==> src/rtl/led_frame_streamer_pkg.sv <==
// Shared types and constants for the Game of Life display path.
// This package holds the memory op codes, the streamer states and the board geometry.
package cgol_pkg;

    typedef enum logic [1:0] {
        MEM_IDLE  = 2'b00,
        MEM_READ  = 2'b01,
        MEM_WRITE = 2'b10
    } mem_op_t;

    typedef enum logic [2:0] {
        IDLE,
        FETCH,
        WAIT,
        SEND,
        LATCH,
        DONE
    } streamer_state_t;

    localparam int GRID_W         = 8;
    localparam int GRID_H         = 8;
    localparam int BITS_PER_PIXEL = 24;
    localparam int ADDR_W         = $clog2(GRID_W * GRID_H);

endpackage

==> src/rtl/led_frame_streamer_pixel_addr_map.sv <==
// Maps a logical pixel index to the physical cell address for the LED matrix wiring.
// With SERPENTINE_MAP_EN defined, odd rows are column-reversed for zig-zag matrices.
module pixel_addr_map
    import cgol_pkg::*;
(
    input  logic [ADDR_W-1:0] i_pixel,
    output logic [ADDR_W-1:0] o_address
);

`ifdef SERPENTINE_MAP_EN
    localparam int COL_W = $clog2(GRID_W);

    logic [ADDR_W-COL_W-1:0] w_row;
    logic [COL_W-1:0]        w_col;

    assign w_row = i_pixel[ADDR_W-1:COL_W];
    assign w_col = i_pixel[COL_W-1:0];

    // Odd rows run right-to-left on a zig-zag strip.
    assign o_address = w_row[0] ? {w_row, ~w_col} : i_pixel;
`else
    assign o_address = i_pixel;
`endif

endmodule

==> src/rtl/led_frame_streamer.sv <==
// Streams the 8x8 board as 24-bit GRB colours to the ws2812b bit driver, then holds the latch gap.
// The SERPENTINE_MAP_EN macro selects zig-zag addressing inside pixel_addr_map.
module led_frame_streamer
    import cgol_pkg::*;
#(
    parameter logic [23:0] ALIVE_COLOR  = 24'h00_20_00,
    parameter logic [23:0] DEAD_COLOR   = 24'h00_00_00,
    parameter int          NUM_PIXELS   = 64,
    parameter int          LATCH_CYCLES = 1000
) (
    input  logic              clk,
    input  logic              rst_n,
    input  logic              i_start,
    output logic              o_busy,
    output logic              o_done,
    output logic [1:0]        mem_operation,
    output logic [ADDR_W-1:0] mem_address,
    input  logic              mem_data,
    output logic              serial_out,
    output logic              transmit,
    input  logic              shift
);

    localparam int PIX_W   = $clog2(NUM_PIXELS);
    localparam int BIT_W   = $clog2(BITS_PER_PIXEL + 1);
    localparam int LATCH_W = $clog2(LATCH_CYCLES + 1);

    streamer_state_t                 r_state;
    mem_op_t                         r_mem_op;
    logic [PIX_W-1:0]                r_pixel;
    logic [BIT_W-1:0]                r_bit;
    logic [LATCH_W-1:0]              r_latch;
    logic [BITS_PER_PIXEL-1:0]       r_shift;
    logic                            r_transmit;
    logic                            r_busy;
    logic                            r_done;
    logic [ADDR_W-1:0]               w_address;

    pixel_addr_map u_addr_map (
        .i_pixel   (ADDR_W'(r_pixel)),
        .o_address (w_address)
    );

    assign mem_operation = r_mem_op;
    assign mem_address   = w_address;
    assign serial_out    = r_shift[BITS_PER_PIXEL-1];
    assign transmit      = r_transmit;
    assign o_busy        = r_busy;
    assign o_done        = r_done;

    // Start requests are only honoured in IDLE, so a start during a frame falls through untouched.
    always_ff @(posedge clk) begin
        if (!rst_n) begin
            r_state    <= IDLE;
            r_mem_op   <= MEM_IDLE;
            r_pixel    <= '0;
            r_bit      <= '0;
            r_latch    <= '0;
            r_shift    <= '0;
            r_transmit <= 1'b0;
            r_busy     <= 1'b0;
            r_done     <= 1'b0;
        end else begin
            case (r_state)
                IDLE: begin
                    if (i_start) begin
                        r_state  <= FETCH;
                        r_pixel  <= '0;
                        r_mem_op <= MEM_READ;
                        r_busy   <= 1'b1;
                    end
                end
                FETCH: begin
                    r_mem_op <= MEM_IDLE;
                    r_state  <= WAIT;
                end
                WAIT: begin
                    r_shift    <= mem_data ? ALIVE_COLOR : DEAD_COLOR;
                    r_bit      <= '0;
                    r_transmit <= 1'b1;
                    r_state    <= SEND;
                end
                SEND: begin
                    if (shift) begin
                        r_shift <= {r_shift[BITS_PER_PIXEL-2:0], 1'b0};
                        r_bit   <= r_bit + BIT_W'(1);
                        if (r_bit == BIT_W'(BITS_PER_PIXEL - 1)) begin
                            r_transmit <= 1'b0;
                            if (r_pixel == PIX_W'(NUM_PIXELS - 1)) begin
                                r_latch <= '0;
                                r_state <= LATCH;
                            end else begin
                                r_pixel  <= r_pixel + PIX_W'(1);
                                r_mem_op <= MEM_READ;
                                r_state  <= FETCH;
                            end
                        end
                    end
                end
                LATCH: begin
                    if (r_latch == LATCH_W'(LATCH_CYCLES - 1)) begin
                        r_done  <= 1'b1;
                        r_state <= DONE;
                    end else begin
                        r_latch <= r_latch + LATCH_W'(1);
                    end
                end
                DONE: begin
                    r_done  <= 1'b0;
                    r_busy  <= 1'b0;
                    r_state <= IDLE;
                end
                default: begin
                    r_state <= IDLE;
                end
            endcase
        end
    end

endmodule
==> config.mk <==
export PLATFORM = sky130hd
export DESIGN_NAME = led_frame_streamer
export DESIGN_NICKNAME = d
export VERILOG_FILES = /design/src/rtl/led_frame_streamer_pkg.sv /design/src/rtl/led_frame_streamer_pixel_addr_map.sv /design/src/rtl/led_frame_streamer.sv
export SDC_FILE = /design/constraint.sdc
export NUM_CORES = 1
export LEC_CHECK = 0
export CAP_MARGIN = 20
export CORE_MARGIN = 3
export CORE_UTILIZATION = 45
export DETAILED_ROUTE_END_ITERATION = 12
export PLACE_DENSITY = 0.62
export SLEW_MARGIN = 20
export SYNTH_ARGS = -nofsm -noshare
export SYNTH_HDL_FRONTEND = slang
export SYNTH_SLANG_ARGS = --single-unit
==> constraint.sdc <==
create_clock -name clk -period 3.3 [get_ports clk]
set_clock_uncertainty 0.05 [all_clocks]
set_input_delay 0.33 -clock clk [delete_from_list [all_inputs] [get_ports clk]]
set_output_delay 0.33 -clock clk [all_outputs]
set_load 0.02 [all_outputs]
==> results of run 1 <==
metal layers:
metal	up-vias	part of all wire	global-route usage
li1	812	-	-
met5	-	0	0
met3	6	0.032	0.0511
met2	39	0.47	0.273
met4	0	0.013	0.0689
met1	773	0.48	0.230
cell families after synthesis:
logic type                 Yosys count
and+or+nand+nor                     96
other                                1
buffers and inverters               16
DFF                                 39
xor gates and xnor gates             3
AOI/OAI and AO/OA                   54
adders and majority gates            3
muxes                                5
placed cells by master, fill, tap and decap left out, drive strengths merged, types with 2 or more instances in the layout:
cell           Yosys  layout
dfxtp             39      39
nor2              25      25
nand2             19      19
clkdlybuf4s50      0      15
o21ai             13      13
a22oi             12      12
a31oi              8       8
nand4              8       8
nand3              8       8
and2               6       6
clkbuf             6       6
a21oi              5       5
nand2b             5       5
mux2i              5       5
nor4               5       5
nor3               4       4
a311oi             4       4
and3               3       3
xor2               3       3
o31ai              3       3
ha                 3       3
or2                2       2
nand4b             2       2
o211ai             2       2
a211oi             2       2
buf                9       2
clkinv             1       2
nor2b              2       2
power groups by stage:
stage                     logic [mW]  clock network, mW  registers (mW)
after floorplan               0.0529                  0           0.502
after global placement        0.0736                  0           0.501
after detailed placement      0.0751                  0           0.502
after CTS                     0.0752              0.423           0.491
after global routing          0.0827              0.448           0.493
final                         0.0749              0.415           0.491
synth_stat cells (2+ instances only):
| master | count |
|---|---|
| nand4_1 | 8 |
| nand3_1 | 8 |
| a211oi_1 | 2 |
| buf_2 | 2 |
| nand4b_1 | 2 |
| clkbuf_1 | 3 |
| and2_1 | 6 |
| mux2i_1 | 5 |
| a21oi_1 | 5 |
| nor3_1 | 4 |
| nand2b_1 | 5 |
| o21ai_1 | 5 |
| nor2_1 | 25 |
| buf_6 | 3 |
| o211ai_1 | 2 |
| nand2_1 | 19 |
| or2_1 | 2 |
| o21ai_0 | 8 |
| nor4_1 | 5 |
| ha_1 | 3 |
| a22oi_1 | 12 |
| o31ai_1 | 3 |
| a31oi_1 | 8 |
| xor2_1 | 3 |
| buf_4 | 4 |
| and3_1 | 3 |
| dfxtp_1 | 39 |
| a311oi_1 | 3 |
how the worst min path moves through the flow:
stage | start | to | slack [ns] | cells after the start
finish | r_latch[9]$_SDFFE_PN0P_ | r_latch[9]$_SDFFE_PN0P_ | 0.44 | 1
global route | transmit$_SDFFE_PN0P_ | transmit$_SDFFE_PN0P_ | 0.46 | 2
CTS | r_latch[9]$_SDFFE_PN0P_ | r_latch[9]$_SDFFE_PN0P_ | 0.43 | 1
detailed placement | r_latch[9]$_SDFFE_PN0P_ | r_latch[9]$_SDFFE_PN0P_ | 0.42 | 1
global placement | r_latch[9]$_SDFFE_PN0P_ | r_latch[9]$_SDFFE_PN0P_ | 0.39 | 1
floorplan | r_latch[9]$_SDFFE_PN0P_ | r_latch[9]$_SDFFE_PN0P_ | 0.37 | 1
area by class of cell:
| type | count | area (µm²) | area share |
|---|---|---|---|
| clock buffers | 6 | 82.6 | 0.0389 |
| clock inverters | 2 | 35.0 | 0.0165 |
| inverters | 1 | 3.75 | 0.00177 |
| multi-input cells | 162 | 993 | 0.468 |
| flip-flops and latches | 39 | 781 | 0.368 |
| well taps | 48 | 60.1 | 0.0283 |
| repair buffers | 17 | 165 | 0.0779 |
flip-flops by register name, summed over array words and instances, names as in the netlist:
register       cells
r_shift           11
r_state            3
mem_operation      1
o_done             1
r_latch           10
transmit           1
r_pixel            6
o_busy             1
r_bit              5
worst reg2reg max path: cells and delay by family, from the launching register on:
| family | cells | cell delay [ns] |
|---|---|---|
| DFF | 1 | 0.40 |
| muxes | 1 | 0.23 |
| adders and majority gates | 1 | 0.22 |
| and+or+nand+nor | 3 | 1.13 |
through the flow:
step	cell area, µm²	hold WS (ns)	utilization	total power [mW]	cells
6_report	2120	0.441	0.550	0.981	275
5_1_grt	2120	0.456	0.550	1.02	275
4_1_cts	2120	0.433	0.550	0.990	275
3_5_place_dp	2000	0.420	0.520	0.577	267
3_3_place_gp	2000	0.388	0.520	0.575	267
2_1_floorplan	1890	0.371	-	0.555	217
==> impl_metrics.json, run 1 <==
{
  "hpwl_mm": 2.92,
  "drv_cap": 0,
  "route.antenna.remaining_nets": 0,
  "endpoint_kind": "flip-flop",
  "cts_tree": "yes",
  "clkPwrFrac": 0.423,
  "grt_pass1_wl_mm": 7.18,
  "first_pass_iters": 4,
  "area_delta_synth_final_pct": 12.3,
  "leakage_nw": 0.707,
  "hold_viol_final": 0,
  "cp_slowest_cell": "nor4_1",
  "n_fill_cell": 353,
  "seq_power_share": 0.501,
  "port_buffers": 15,
  "endpoint": "r_latch[1]$_SDFFE_PN0P_",
  "p_sw_frac": 0.231,
  "nets": 234,
  "grtUsageTotal": 0.176,
  "synth_area_um2": 1890,
  "yosysSeqAreaShare": 0.413,
  "netlist_top_cells_area": "dfxtp_1 41%, nor2_1 5.0%, a22oi_1 4.8%",
  "vias": 1630,
  "arrival_ns": 2.26,
  "setup.worst_path.start": "r_pixel[0]$_SDFFE_PN0P_",
  "synth-compound-area-share": 0.197,
  "dp_worst_setup_slack_ns": 1.12,
  "setup_violations": 0,
  "critPathKind": "reg2reg",
  "p_comb_frac": 0.076,
  "max_slew.worst_pin.slew_ns": 0.610,
  "p_int_uw": 754,
  "clk_latency_ns": 0.29,
  "clock-root-buffer": "clkbuf_8",
  "peakVddDrop_mv": 0.205,
  "layout_min_cycle_time_ns": 2.09,
  "synthSimpleGateAreaFrac": 0.267,
  "fin_ws_ns": 1.21,
  "report.final.slew_viol_count": 0,
  "cts_buffer_depth": 2,
  "fin_crit_sh": 0.634,
  "rr_worst_depth": 5,
  "synth_ff_type": "dfxtp_1",
  "critical_path_depth": 5,
  "hold_path.class": "reg2reg",
  "rsz0062_at_grt": "no",
  "outcome": "finished, final reports clean",
  "synth-adder-area-share": 0.0199,
  "cts_sinks": 39,
  "synth_cells": 217,
  "initial_core_util": 0.490,
  "synth_area_per_cell_um2": 8.71,
  "cp_top_family": "simple AND/OR/NAND/NOR gates",
  "crit_path_max_incr_delay_ns": 0.55,
  "dr.first_iter.drc_count": 134,
  "num_rows": 22,
  "critPathRequiredTime_ns": 3.47,
  "gp_congestion": 0.802,
  "cp_cell_sequence": "ha_1 > nand4_1 > nor4_1 > or2_1 > mux2i_1",
  "synth_cell_types": 48,
  "postCtsHoldBufs": 0,
  "drc": 0,
  "worst-r2r-setup-slack_ns": 1.21,
  "netlist.top_cell.by_area": "dfxtp_1",
  "r2r_start": "r_pixel[0]$_SDFFE_PN0P_",
  "fin_setup_tns_ns": 0,
  "synth_xor_area_frac": 0.0139,
  "viasPerCell": 5.93,
  "async_reset_ff_frac": 0,
  "fp.coreArea_um2": 3850,
  "synth_warnings": 0,
  "muxShareOfSynthArea": 0.0265,
  "grt_max_degree": 26,
  "start_kind": "flip-flop",
  "diodes": 0,
  "slew_headroom": 0.593,
  "die_y_um": 70.8,
  "dieArea_um2": 5010,
  "wl_mm": 4.31,
  "path_buf_inv": 0,
  "r2r_end": "r_latch[1]$_SDFFE_PN0P_",
  "cts_buffers": 5,
  "io_pins": 17,
  "ctsResizeCount": 0,
  "cts.htree.levels": 2,
  "fmax_ghz": 0.478,
  "drive_gt1_frac": 0.0705,
  "syn_nets": 225,
  "post-cts-setup-buffers": 0,
  "synth_top_area_frac": 0.413,
  "grt_pass1_vias": 1557,
  "synth_edf_count": 0,
  "power.density_nw_per_um2": 462,
  "antenna_found_initial": 0,
  "timing.critical_path.fanout_max": 10,
  "netSwitchingPower_uw": 227,
  "dieWidth_um": 70.8,
  "yosys_register_bits": 39,
  "synth_top_family_by_area": "simple AND/OR/NAND/NOR gates",
  "clk_pin_slew_ns": 0.08,
  "grt_overflow_total": 0,
  "avgRoutedWirePerCell_um": 15.7
}
No activity file was read; power rests on OpenSTA's default activity.
==> run 2: changes to the inputs <==
==> constraint.sdc (replaced) <==
create_clock -name clk -period 2.1 [get_ports clk]
set_clock_uncertainty 0.05 [all_clocks]
set_input_delay 0.21 -clock clk [delete_from_list [all_inputs] [get_ports clk]]
set_output_delay 0.21 -clock clk [all_outputs]
set_load 0.02 [all_outputs]
==> run 2 against run 1 <==
  * Routed wire length fell by 4.8%
  * Sequential share of layout area fell by 0.60 points
  * Sequential power rose by 56%
  * Count of clock-buffer cells in the layout fell by 1
  * First-iteration DRC count fell by 19%
  * Global-route usage fell by 0.29 points
  * Setup slack got worse by 0.98 ns
  * Via count rose by 1.2%
  * Final cell count rose by 1.8%
  * Clock power rose by 51%
  * Maximum frequency rose by 12%
  * Design area rose by 1.7%
  * Critical path type unchanged
==> impl_metrics.json, run 2 (same netlist as run 1, synthesis figures left out) <==
{
  "cts_tree": "yes",
  "grtUsageTotal": 0.173,
  "highest_layer": "met4",
  "grt_max_degree": 20,
  "initial_core_util": 0.490,
  "fin_crit_sh": 0.891,
  "viasPerCell": 5.89,
  "whs_endpoint": "transmit$_SDFFE_PN0P_",
  "hold_viol_final": 0,
  "r2r_end": "r_latch[0]$_SDFFE_PN0P_",
  "clk_latency_ns": 0.29,
  "layout_min_cycle_time_ns": 1.87,
  "clk_pin_slew_ns": 0.08,
  "first_pass_iters": 6,
  "drc": 0,
  "fmax_ghz": 0.534,
  "rsz0062_at_grt": "no",
  "worst-r2r-setup-slack_ns": 0.23,
  "grt_pass1_vias": 1484,
  "ctsResizeCount": 0,
  "met2WireLength_mm": 1.96,
  "final_cell_mix": "39 x dfxtp_1, 25 x nor2_1, 19 x nand2_1",
  "route.antenna.remaining_nets": 0,
  "dr.first_iter.drc_count": 108,
  "cts_buffers": 5,
  "dieWidth_um": 70.8,
  "port_buffers": 15,
  "report.final.slew_viol_count": 0,
  "grt_overflow_total": 0,
  "cts_buffer_depth": 2,
  "leakage_nw": 0.731,
  "antenna_found_initial": 0,
  "wl_met3_um": 152,
  "endpoint_kind": "flip-flop",
  "total_power_mw": 1.52,
  "drv_cap": 0,
  "cts.htree.levels": 2,
  "postCtsHoldBufs": 0,
  "p_sw_frac": 0.238,
  "diodes": 0,
  "num_rows": 22,
  "gp_congestion": 0.847,
  "rr_worst_depth": 5,
  "clkPwrFrac": 0.413,
  "outcome": "finished, final reports clean",
  "n_fill_cell": 358,
  "netSwitchingPower_uw": 361,
  "peakVddDrop_mv": 0.306,
  "instances_no_fill": 280,
  "nets": 239,
  "fin_setup_tns_ns": 0,
  "die_y_um": 70.8,
  "arrival_ns": 2.03,
  "holdPathStages": 2,
  "r2r_start": "r_pixel[0]$_SDFFE_PN0P_",
  "vias": 1649,
  "wl_mm": 4.10,
  "drive_gt1_frac": 0.0948,
  "critPathKind": "reg2reg",
  "power.density_nw_per_um2": 704,
  "setup_violations": 0,
  "area_delta_synth_final_pct": 14.1,
  "clock-root-buffer": "clkbuf_8",
  "post-cts-setup-buffers": 0,
  "cts_sinks": 39,
  "top_register": "r_shift",
  "dieArea_um2": 5010,
  "met1Wirelength_mm": 1.96,
  "hp-start": "transmit$_SDFFE_PN0P_",
  "largest_reg_flops": 11,
  "final_common_cell": "dfxtp_1",
  "hpwl_mm": 2.92,
  "start_kind": "flip-flop",
  "fp.coreArea_um2": 3850,
  "p_comb_frac": 0.082,
  "hold_path.class": "reg2reg",
  "p_int_mw": 1.16,
  "timing.critical_path.fanout_max": 10,
  "largestRegisters": "r_shift: 11 flops, r_latch: 10 flops, r_pixel: 6 flops",
  "grt_pass1_wl_mm": 7.05,
  "critPathRequiredTime_ns": 2.26,
  "io_pins": 17,
  "avgRoutedWirePerCell_um": 14.6,
  "seq_power_share": 0.505,
  "dp.cells": 272
}
==> run 2: changes by cell type in the layout (fill, tap and decap cells not counted), sizes merged <==
| cell | previous run | this run |
|---|---|---|
| clkbuf | 6 | 5 |
| buf | 2 | 7 |
| clkinv | 2 | 3 |
==> run 2: how the worst max path moves through the flow <==
stage | start | end | cells after the start
after floorplan | r_pixel[0]$_SDFFE_PN0P_ | r_pixel[1]$_SDFFE_PN0P_ | 6
after global placement | shift | r_latch[0]$_SDFFE_PN0P_ | 5
after detailed placement | shift | r_latch[1]$_SDFFE_PN0P_ | 5
after CTS | r_pixel[1]$_SDFFE_PN0P_ | r_latch[0]$_SDFFE_PN0P_ | 5
after global routing | r_pixel[0]$_SDFFE_PN0P_ | r_latch[0]$_SDFFE_PN0P_ | 5
final | r_pixel[0]$_SDFFE_PN0P_ | r_latch[0]$_SDFFE_PN0P_ | 5
==> run 2: stage by stage <==
step	hold slack, ns	utilization	setup WS, ns	area, µm²
after floorplan	0.321	-	0.296	1890
after global placement	0.382	0.530	0.149	2040
after detailed placement	0.421	0.530	0.0616	2040
after CTS	0.437	0.559	0.0977	2150
after global routing	0.443	0.559	0.116	2160
final	0.439	0.559	0.229	2160
==> run 2: area by class of cell <==
type | count | area, µm² | area share
clock buffers | 5 | 68.8 | 0.0319
repair buffers | 22 | 203 | 0.0940
clock inverters | 3 | 43.8 | 0.0203
inverters | 1 | 3.75 | 0.00174
well taps | 48 | 60.1 | 0.0279
flip-flops and latches | 39 | 781 | 0.362
multi-input cells | 162 | 996 | 0.462
==> run 2: per-layer routing <==
metal  vias to the layer above  GRT usage
met5                         -          0
met4                         0     0.0564
met3                         4     0.0398
met2                        35      0.282
met1                       783      0.226
li1                        827          -
==> run 2: power groups by stage <==
stage	Combinational, mW	Sequential, mW	Clock, mW
final	0.124	0.767	0.626
after global routing	0.138	0.770	0.674
after CTS	0.124	0.767	0.636
after detailed placement	0.123	0.784	0
after global placement	0.122	0.784	0
after floorplan	0.0831	0.788	0
==> run 2: worst max-delay path, stage by stage, from the launching register on <==
cell and delay (ns):
dfxtp_1 0.40, ha_1 0.22, nand4_1 0.12, nor4_1 0.49, or2_4 0.29, mux2i_1 0.22
==> run 3: changes to the inputs <==
--- a/config.mk
+++ b/config.mk
@@ -10,7 +10,6 @@
 export CORE_UTILIZATION = 45
 export DETAILED_ROUTE_END_ITERATION = 12
 export PLACE_DENSITY = 0.62
-export SLEW_MARGIN = 20
 export SYNTH_ARGS = -nofsm -noshare
 export SYNTH_HDL_FRONTEND = slang
 export SYNTH_SLANG_ARGS = --single-unit
==> results of run 3 <==
No change in the layout: final DEF, timing and power equal those of run 2.
